===== src/rtl/regbank_pkg.sv =====
// Shared definitions for the regbank_rw register bank.
//   DefNregs / DefWidth : default register count and width.
//   strb_merge          : byte-lane merge; selects the new lane when its strobe is set.
package regbank_pkg;

  localparam int unsigned DefNregs = 4;
  localparam int unsigned DefWidth = 32;

  function automatic logic [7:0] strb_merge(input logic [7:0] old_lane,
                                            input logic [7:0] new_lane,
                                            input logic       strb);
    return strb ? new_lane : old_lane;
  endfunction

endpackage


===== src/rtl/reg_en_strb.sv =====
// One WIDTH-bit storage register with byte-lane strobed write enable.
// Ports:
//   clk  : clock, rising edge
//   rst  : synchronous active-high reset, loads RST_VAL
//   clr  : synchronous clear, loads RST_VAL, has priority over en
//   en   : write enable
//   strb : byte-lane mask, bit i covers d[8i+7:8i]
//   d    : write data
//   q    : current register value
module reg_en_strb
  import regbank_pkg::*;
#(
  parameter int unsigned      WIDTH   = DefWidth,
  parameter logic [WIDTH-1:0] RST_VAL = '0
) (
  input  logic               clk,
  input  logic               rst,
  input  logic               clr,
  input  logic               en,
  input  logic [WIDTH/8-1:0] strb,
  input  logic [WIDTH-1:0]   d,
  output logic [WIDTH-1:0]   q
);

  logic [WIDTH-1:0] q_q, q_d;

  always_comb begin
    q_d = q_q;
    if (clr) begin
      q_d = RST_VAL;
    end else if (en) begin
      for (int b = 0; b < int'(WIDTH / 8); b++) begin
        q_d[8*b +: 8] = strb_merge(q_q[8*b +: 8], d[8*b +: 8], strb[b]);
      end
    end
  end

  always_ff @(posedge clk) begin
    if (rst) begin
      q_q <= RST_VAL;
    end else begin
      q_q <= q_d;
    end
  end

  assign q = q_q;

endmodule


===== src/rtl/regbank_rw.sv =====
// Bank of NREGS strobed registers with an indexed write port and a registered read port.
// Ports:
//   clk, rst          : clock (rising edge), synchronous active-high reset
//   clr               : synchronous clear of every register to RST_VAL; drops a same-cycle write
//   wr_en/idx/strb/data : write request, index, byte strobes, data
//   rd_en/idx         : read request and index
//   rd_data           : read data, valid with rd_valid, holds when no read is issued
//   rd_valid          : pulses the cycle after rd_en
//   rd_err            : with rd_valid, the read index was out of range
//   wr_err            : pulses the cycle after an out-of-range write
module regbank_rw
  import regbank_pkg::*;
#(
  parameter int unsigned      NREGS   = DefNregs,
  parameter int unsigned      WIDTH   = DefWidth,
  parameter logic [WIDTH-1:0] RST_VAL = '0,
  parameter int unsigned      BYPASS  = 1,
  parameter int unsigned      IDX_W   = $clog2(NREGS)
) (
  input  logic               clk,
  input  logic               rst,
  input  logic               clr,
  input  logic               wr_en,
  input  logic [IDX_W-1:0]   wr_idx,
  input  logic [WIDTH/8-1:0] wr_strb,
  input  logic [WIDTH-1:0]   wr_data,
  input  logic               rd_en,
  input  logic [IDX_W-1:0]   rd_idx,
  output logic [WIDTH-1:0]   rd_data,
  output logic               rd_valid,
  output logic               rd_err,
  output logic               wr_err
);

  logic [WIDTH-1:0] regs [NREGS];
  logic             wr_in_range, rd_in_range;
  logic [WIDTH-1:0] rd_old, rd_fwd;

  logic [WIDTH-1:0] rd_data_q, rd_data_d;
  logic             rd_valid_q, rd_err_q, wr_err_q;

  assign wr_in_range = 32'(wr_idx) < NREGS;
  assign rd_in_range = 32'(rd_idx) < NREGS;

  for (genvar i = 0; i < int'(NREGS); i++) begin : g_reg
    logic en;
    assign en = wr_en & (wr_idx == IDX_W'(i)) & ~clr;

    reg_en_strb #(
      .WIDTH  (WIDTH),
      .RST_VAL(RST_VAL)
    ) u_reg (
      .clk (clk),
      .rst (rst),
      .clr (clr),
      .en  (en),
      .strb(wr_strb),
      .d   (wr_data),
      .q   (regs[i])
    );
  end

  // Compare against every index instead of indexing the array, so an
  // out-of-range index never addresses storage and simply yields zero.
  always_comb begin
    rd_old = '0;
    for (int i = 0; i < int'(NREGS); i++) begin
      if (rd_idx == IDX_W'(i)) begin
        rd_old = regs[i];
      end
    end
  end

  // Forward a same-cycle write; clr drops the write, so the read keeps the pre-clear value.
  always_comb begin
    rd_fwd = rd_old;
    if ((BYPASS != 0) && wr_en && !clr && wr_in_range && (wr_idx == rd_idx)) begin
      for (int b = 0; b < int'(WIDTH / 8); b++) begin
        rd_fwd[8*b +: 8] = strb_merge(rd_old[8*b +: 8], wr_data[8*b +: 8], wr_strb[b]);
      end
    end
  end

  always_comb begin
    rd_data_d = rd_data_q;
    if (rd_en) begin
      rd_data_d = rd_in_range ? rd_fwd : '0;
    end
  end

  always_ff @(posedge clk) begin
    if (rst) begin
      rd_data_q  <= '0;
      rd_valid_q <= 1'b0;
      rd_err_q   <= 1'b0;
      wr_err_q   <= 1'b0;
    end else begin
      rd_data_q  <= rd_data_d;
      rd_valid_q <= rd_en;
      rd_err_q   <= rd_en & ~rd_in_range;
      wr_err_q   <= wr_en & ~wr_in_range & ~clr;
    end
  end

  assign rd_data  = rd_data_q;
  assign rd_valid = rd_valid_q;
  assign rd_err   = rd_err_q;
  assign wr_err   = wr_err_q;

endmodule


===== config.mk =====
export PLATFORM = sky130hd
export DESIGN_NAME = regbank_rw
export DESIGN_NICKNAME = d
export VERILOG_FILES = /design/src/rtl/regbank_pkg.sv /design/src/rtl/reg_en_strb.sv /design/src/rtl/regbank_rw.sv
export SDC_FILE = /design/constraint.sdc
export NUM_CORES = 1
export LEC_CHECK = 0
export ABC_AREA = 1
export CORE_MARGIN = 4
export CORE_UTILIZATION = 45
export DETAILED_ROUTE_END_ITERATION = 6
export DONT_BUFFER_PORTS = 1
export HOLD_SLACK_MARGIN = 0.05
export PLACE_DENSITY = 0.58
export SETUP_SLACK_MARGIN = 0.05
export SLEW_MARGIN = 25
export SYNTH_ARGS = -nofsm -noshare
export SYNTH_HDL_FRONTEND = slang
export SYNTH_SLANG_ARGS = --single-unit
export TNS_END_PERCENT = 30

===== constraint.sdc =====
create_clock -name clk -period 4.2 [get_ports clk]
set_clock_uncertainty 0.15 [all_clocks]
set_input_delay 0.84 -clock clk [delete_from_list [all_inputs] [get_ports clk]]
set_output_delay 0.84 -clock clk [all_outputs]
set_load 0.1 [all_outputs]

==> impl_metrics.tcl, run 1 <==
set metrics [dict create \
    critPathLaunchType "primary input" \
    drt_iter0_drc 458 \
    die_area_mm2 0.0180 \
    core-area_mm2 0.0154 \
    htreeDepth 4 \
    rows 45 \
    area_growth_pct 8.96 \
    clk_latency_ns 0.43 \
    drc 0 \
    final_nets 1043 \
    cts_buffers 17 \
    io_pins 80 \
    antenna_found_initial 0 \
    avgSynthCellArea_um2 6.92 \
    cp_data_arrival_time_ns 2.68 \
    num_vias 6488 \
    grt_max_degree 60 \
    track_usage_pct 23.2 \
    period_needed_ns 2.47 \
    setup_tns_ns 0 \
    netlist_area_mm2 0.00715 \
    gp_congestion 0.824 \
    hold_buffers 0 \
    criticalPathCategory "in -> reg" \
    die_w_um 134 \
    whs_ns 0.311 \
    stdcell_area_mm2 0.00779 \
    cts_buffer_depth 2 \
    hold_viol 0 \
    ant_nets 0 \
    tightest_slew_ns 1.05 \
    layout_common_cells "210 x nand2_1, 185 x nor2_1, 161 x dfxtp_1, 109 x a21oi_1, 109 x nand3_1" \
    yosys_warnings 0 \
    layout_commonest_cell "nand2_1" \
    port_buffers 0 \
    maxSlewViolCount 0 \
    cts.sinks 161 \
    cp-end-kind "register" \
    power_density_mw_per_mm2 414 \
    cts_resized 0 \
    drv_cap 0 \
    avgViaCountPerCell 5.31 \
    yosysUniqueCellTypes 25 \
    p_leak_nw 2.80 \
    cts_setup_buffers 0 \
    synthCells 1033 \
    placed_area_mm2 0.00723 \
    maxClockFrequency_ghz 0.404 \
    wire_per_inst_um 16.7 \
    setup_viol 0 \
    drt_wl_total_mm 20.4 \
    clkTransAtPathRegs_ns 0.06 \
    critPathRequiredTime_ns 4.41 \
    ys_ff_latch 161 \
    yosysSeqAreaShare_pct 45.1 \
    period_share_pct 58.9 \
    cts-root-buf "clkbuf_16" \
    vdd_ir_drop_max_mv 0.310 \
    cp_max_fo 21 \
    relSlewSlack_pct 29.7 \
    drive_above_1_share_pct 5.54 \
    hp-class "reg -> reg" \
    dieHeight_um 134 \
    cts_tree "done" \
    status "finished, final reports clean" \
    fin_util_pct 50.7 \
    grt_pass1_vias 5960 \
    place_inst 1190 \
    rsz0062_at_grt "false" \
    n_antenna_cell 0 \
    overflow 0 \
    instances_no_fill 1222 \
    dp_hpwl_mm 13.1 \
    drt_first_pass_iters 5 \
    initial_utilization_pct 46.5 \
    grt_pass1_wl_mm 33.1 \
]
## routing by layer
layer,wire (um),track usage [%],up-vias
li1,-,-,3325
met1,9710,32.1,2941
met2,9190,35.7,190
met3,1080,5.06,32
met4,422,8.60,0
met5,0,0,-
## where the power goes
| group | internal, W | switching, W |
|---|---|---|
| logic | 0.0000351 | 0.000128 |
| registers | 0.00154 | 0.0000386 |
| clock network | 0.000859 | 0.000628 |
| total | 0.00243 | 0.000794 |
## kinds of logic after synthesis
| family | share of synthesized area [%] |
|---|---|
| buffers and inverters | 8.42 |
| other | 0.0525 |
| flip-flops | 45.1 |
| AND/OR/NAND/NOR | 32.6 |
| AO/OA/AOI/OAI | 13.8 |
## metrics by stage
stage / setup slack, ns / total power [W]
2_1_floorplan: 2.12 / 0.00175
3_3_place_gp: 1.39 / 0.00177
3_5_place_dp: 1.34 / 0.00177
4_1_cts: 1.73 / 0.00325
5_1_grt: 1.63 / 0.00334
6_report: 1.73 / 0.00323
## synthesized netlist by cell type
cell type	instances	area (um^2)
clkbuf_1	36	135
o21ai_0	3	15.0
o21ai_1	7	35.0
nand3_1	109	546
inv_1	80	300
nand4_1	35	219
buf_1	8	30.0
clkinv_1	1	3.75
a211oi_1	51	383
conb_1	1	3.75
nor3_2	1	10.0
a21oi_1	109	546
dfxtp_1	161	3220
nor2_4	1	11.3
nand2_2	1	6.26
buf_4	2	15.0
or2_2	1	6.26
inv_2	2	7.51
buf_2	22	110
nor2_2	2	12.5
nand2_1	210	788
a21oi_2	1	8.76
nor3_4	1	16.3
nor2_1	186	698
nand3_2	2	20.0
## critical path, stage by stage
cell and delay (ns):
inv_1 0.06, nand2_1 0.17, a21oi_2 0.61, buf_4 0.41, nand3_2 0.24, nand2_1 0.15
nand3_1 0.07, a21oi_1 0.11
## area by class of cell
| type | instances | area (um^2) |
|---|---|---|
| Clock buffer | 23 | 478 |
| Clock inverter | 9 | 82.6 |
| Fill cell | 1593 | 7580 |
| Inverter | 83 | 312 |
| Multi-Input combinational cell | 722 | 3330 |
| Sequential cell | 161 | 3220 |
| Tap cell | 211 | 264 |
| Timing Repair Buffer | 13 | 97.6 |
## flip-flops by register name (all words and copies together) (netlist names)
register / cells
rd_valid: 1
rd_data: 32
g.u_reg.q: 128
## worst paths after layout
| kind | from | to | slack, ns | cells past startpoint |
|---|---|---|---|---|
| worst max-delay path | clr | rd_data[31] | 1.73 | 8 |
| worst min-delay path | g_reg[1].u_reg.q[30] | g_reg[1].u_reg.q[30] | 0.31 | 2 |
| worst max register to register | rd_data[26] | rd_data[26] | 2.67 | 2 |
| worst min register to register | g_reg[1].u_reg.q[30] | g_reg[1].u_reg.q[30] | 0.31 | 2 |
(Power assumes the default switching activity.)
==> run 2: changes to the inputs <==
- clock period: 4.2 -> 2.4 ns (I/O delays scaled with it)
==> impl_metrics.tcl, run 2 (same netlist as run 1, synthesis figures left out) <==
set metrics [dict create \
    status "finished, final reports clean" \
    period_needed_ns 1.70 \
    clockPowerShare_pct 48.6 \
    rsz0062_at_grt "false" \
    io_pins 80 \
    maxSlewViolCount 0 \
    grt_max_degree 52 \
    slowest_stage "dfxtp_1" \
    drt_first_pass_iters 5 \
    p_leak_nw 3.12 \
    die_area_mm2 0.0180 \
    track_usage_pct 23.1 \
    cts-root-buf "clkbuf_16" \
    intPower_w 0.00462 \
    power_density_mw_per_mm2 726 \
    instances_no_fill 1269 \
    setup_viol 0 \
    layout_common_cells "210 x nand2_1, 185 x nor2_1, 161 x dfxtp_1, 109 x a21oi_1, 109 x nand3_1" \
    drv_cap 0 \
    setup_tns_ns 0 \
    hold_buffers 4 \
    cts_tree "done" \
    num_vias 6762 \
    htreeDepth 4 \
    critPathRequiredTime_ns 1.77 \
    hold_viol 0 \
    rows 45 \
    drt_wl_total_mm 20.8 \
    switching_share_pct 23.3 \
    period_share_pct 71.0 \
    tightest_slew_ns 0.605 \
    layout_commonest_cell "nand2_1" \
    hp-class "in -> reg" \
    gp_congestion 0.835 \
    dp_hpwl_mm 13.6 \
    clk_latency_ns 0.42 \
    num-fill-cells 1548 \
    clkTransAtPathRegs_ns 0.06 \
    grt_pass1_wl_mm 33.2 \
    cts.sinks 161 \
    largest_reg_flops 128 \
    antenna_found_initial 0 \
    avgViaCountPerCell 5.33 \
    port_buffers 0 \
    grt_pass1_vias 6196 \
    final_nets 1092 \
    dieHeight_um 134 \
    power_frac_comb_pct 6.6 \
    place_inst 1234 \
    drt_iter0_drc 605 \
    maxClockFrequency_ghz 0.587 \
    core-area_mm2 0.0154 \
    n_antenna_cell 0 \
    slowest_delay_ns 0.35 \
    wire_per_inst_um 16.4 \
    power_frac_seq_pct 44.9 \
    relSlewSlack_pct 59.6 \
    power_switching_w 0.00140 \
    cp_data_arrival_time_ns 1.07 \
    criticalPathCategory "reg -> out" \
    ant_nets 0 \
    initial_utilization_pct 46.5 \
    vdd_ir_drop_max_mv 0.501 \
    cp-end-kind "output pin" \
    die_w_um 134 \
    cts_buffer_depth 2 \
    worstPathCellList "buf_4" \
    area_growth_pct 16.0 \
    cp_max_fo 2 \
    cts_setup_buffers 0 \
    drc 0 \
    drive_above_1_share_pct 9.36 \
    overflow 0 \
    critPathBufInv 1 \
    cts_buffers 17 \
    cts_resized 0 \
    critPathLaunchType "register" \
    critPathTopFamily "flip-flops" \
]
[run 2: changes by cell type in the layout (fill, tap and decap cells not counted), sizes merged]
| cell | before | now |
|---|---|---|
| buf | 13 | 58 |
| bufinv | 1 | 5 |
| clkbuf | 23 | 19 |
| clkinv | 4 | 5 |
| clkinvlp | 5 | 2 |
| dlygate4sd3 | 0 | 4 |
[run 2: through the flow]
stage / area [um^2] / util [%] / setup WS, ns / hold slack, ns / power, W
2_1_floorplan: 7150 / - / 0.679 / 0.284 / 0.00306
3_3_place_gp: 7610 / 49.5 / 0.412 / 0.299 / 0.00314
3_5_place_dp: 7610 / 49.5 / 0.375 / 0.295 / 0.00314
4_1_cts: 8280 / 53.9 / 0.685 / 0.0511 / 0.00606
5_1_grt: 8290 / 53.9 / 0.653 / 0.0524 / 0.00620
6_report: 8290 / 53.9 / 0.697 / 0.0604 / 0.00602
[run 2: final timing paths]
kind,startpoint,endpoint,slack (ns),cells past startpoint
worst max-delay path,rd_data[26],rd_data[26],0.70,1
worst min-delay path,wr_data[24],g_reg[1].u_reg.q[24],0.06,2
worst max register to register,g_reg[2].u_reg.q[22],rd_data[22],1.29,6
worst min register to register,g_reg[1].u_reg.q[24],g_reg[1].u_reg.q[24],0.31,2
[run 2: power by group through the flow]
stage          logic, W  registers (W)  clock network (W)
6_report       0.000396        0.00270            0.00292
5_1_grt        0.000427        0.00270            0.00307
4_1_cts        0.000395        0.00270            0.00296
3_5_place_dp   0.000376        0.00276                  0
3_3_place_gp   0.000377        0.00276                  0
2_1_floorplan  0.000244        0.00282                  0
[run 2: layout make-up]
cell class | instances | area, um^2 | area share (%)
clock buffers | 19 | 433 | 5.22
clock inverters | 11 | 189 | 2.28
inverters | 83 | 312 | 3.76
multi-input cells | 722 | 3330 | 40.2
flip-flops and latches | 161 | 3220 | 38.9
well taps | 211 | 264 | 3.18
repair buffers | 62 | 538 | 6.49
[run 2: layer usage]
metal  vias to the layer above  track usage (%)  share of wire, %
met5                         -                0                 0
met4                         0             7.01               1.9
met3                        29             5.36               5.1
met2                       176             35.7                45
met1                      3137             32.2                48
li1                       3420                -                 -
==> run 3: changes to the inputs <==
- clock period: 2.4 -> 1.7 ns (I/O delays scaled with it)
==> impl_metrics.tcl, run 3 (same netlist as run 1, synthesis figures left out) <==
set metrics [dict create \
    switching_share_pct 23.9 \
    rsz0062_at_grt "true" \
    final_nets 1158 \
    cts.sinks 161 \
    n_antenna_cell 0 \
    critPathLaunchType "primary input" \
    tightest_slew_ns 0.865 \
    cp_max_fo 20 \
    setup_viol 0 \
    clockPowerShare_pct 47.6 \
    cp_data_arrival_time_ns 1.76 \
    min_path_cells 3 \
    criticalPathCategory "in -> reg" \
    gp_congestion 0.817 \
    core-area_mm2 0.0154 \
    vdd_ir_drop_max_mv 0.737 \
    cp-end-kind "register" \
    period_needed_ns 1.60 \
    power_density_mw_per_mm2 969 \
    power_frac_seq_pct 43.7 \
    drive_above_1_share_pct 11.4 \
    dpl_worst_slack_ns 0.0148 \
    num-fill-cells 1488 \
    grt_pass1_wl_mm 35.2 \
    cts_buffer_depth 2 \
    overflow 0 \
    maxSlewViolCount 0 \
    multiInputGateArea_mm2 0.00334 \
    layout_common_cells "209 x nand2_1, 185 x nor2_1, 161 x dfxtp_1, 109 x a21oi_1, 109 x nand3_1" \
    largest_reg_flops 128 \
    critPathLaunch "wr_strb[2]" \
    reg2reg_from "g_reg[0].u_reg.q[5]" \
    critPathRequiredTime_ns 1.87 \
    fin_ws_ns 0.102 \
    cts-root-buf "clkbuf_16" \
    layout_commonest_cell "nand2_1" \
    status "finished, final reports clean" \
    drv_cap 0 \
    die_w_um 134 \
    drc 0 \
    hold_viol 0 \
    num_vias 7068 \
    power_frac_comb_pct 8.7 \
    place_inst 1257 \
    ant_nets 0 \
    grt_pass1_vias 6734 \
    drt_iter0_drc 522 \
    r2r_cells 6 \
    instances_no_fill 1336 \
    maxClockFrequency_ghz 0.626 \
    clkTransAtPathRegs_ns 0.06 \
    p_leak_nw 3.45 \
    dp_hpwl_mm 13.7 \
    period_share_pct 94.0 \
    wire_per_inst_um 16.3 \
    hp-class "in -> reg" \
    cts_buffers 17 \
    hp-start "wr_strb[3]" \
    power_switching_w 0.00208 \
    clk_latency_ns 0.43 \
    io_pins 80 \
    grt_max_degree 34 \
    register_area_mm2 0.00322 \
    drt_first_pass_iters 5 \
    setup_tns_ns 0 \
    track_usage_pct 24.6 \
    die_area_mm2 0.0180 \
    finalPower_w 0.00872 \
    cts_tree "done" \
    relSlewSlack_pct 42.3 \
    htreeDepth 4 \
    initial_utilization_pct 46.5 \
    intPower_w 0.00664 \
    rows 45 \
    antenna_found_initial 0 \
    area_growth_pct 25.8 \
    port_buffers 0 \
    avgViaCountPerCell 5.29 \
    dieHeight_um 134 \
    drt_wl_total_mm 21.7 \
]
==> run 3: cell types whose count changed in the layout (fill, tap and decap cells not counted), sizes merged <==
cell | before | now
clkbuf | 19 | 22
buf | 58 | 84
dlygate4sd3 | 4 | 43
bufinv | 5 | 4
clkinv | 5 | 4
dlymetal6s4s | 0 | 1
==> run 3: power by group through the flow <==
stage / logic, W / clock network, W / registers [W]
after floorplan: 0.000344 / 0 / 0.00398
after global placement: 0.000576 / 0 / 0.00390
after detailed placement: 0.000576 / 0 / 0.00390
after CTS: 0.000748 / 0.00420 / 0.00381
after global routing: 0.000811 / 0.00435 / 0.00381
final: 0.000755 / 0.00415 / 0.00381
==> run 3: timing repair <==
| item | 4_1_cts | 5_1_grt |
|---|---|---|
| hold endpoints to repair | 151 | 0 |
| hold buffers | 46 | 0 |
| setup buffers | 0 | 2 |
| setup endpoints to repair | 0 | 25 |
| resized for setup | 0 | 2 |
==> run 3: path summary, 6_finish.rpt <==
| path | endpoint | slack (ns) |
|---|---|---|
| min | rd_data[24] | 0.06 |
| min reg2reg | g_reg[2].u_reg.q[23] | 0.31 |
| max | rd_data[20] | 0.10 |
| max reg2reg | rd_data[5] | 0.58 |
==> run 3: worst max-delay path, stage by stage <==
cell and delay, ns:
dlygate4sd3_1 1.05, nand4_1 0.17, nand3_1 0.13, a21oi_1 0.07
==> run 3: through the flow <==
stage | hold slack, ns | cell area, um^2 | util, %
after floorplan | 0.284 | 7150 | -
final | 0.0572 | 9000 | 58.5
after CTS | 0.0504 | 8980 | 58.4
after global routing | 0.0587 | 9000 | 58.5
after global placement | 0.264 | 7860 | 51.1
after detailed placement | 0.265 | 7860 | 51.1
==> run 3: layout make-up <==
cell class,instances,area share [%]
clock inverters,9,1.71
multi-input cells,722,37.1
well taps,211,2.93
flip-flops and latches,161,35.8
inverters,83,3.46
repair buffers,128,13.6
clock buffers,22,5.38
==> run 3: per-layer routing <==
| metal | wire length, um | GRT usage (%) | up-vias |
|---|---|---|---|
| met5 | 0 | 0 | - |
| met4 | 317 | 8.31 | 0 |
| met2 | 10200 | 40.1 | 223 |
| li1 | - | - | 3557 |
| met1 | 9850 | 32.6 | 3259 |
| met3 | 1310 | 4.91 | 29 |
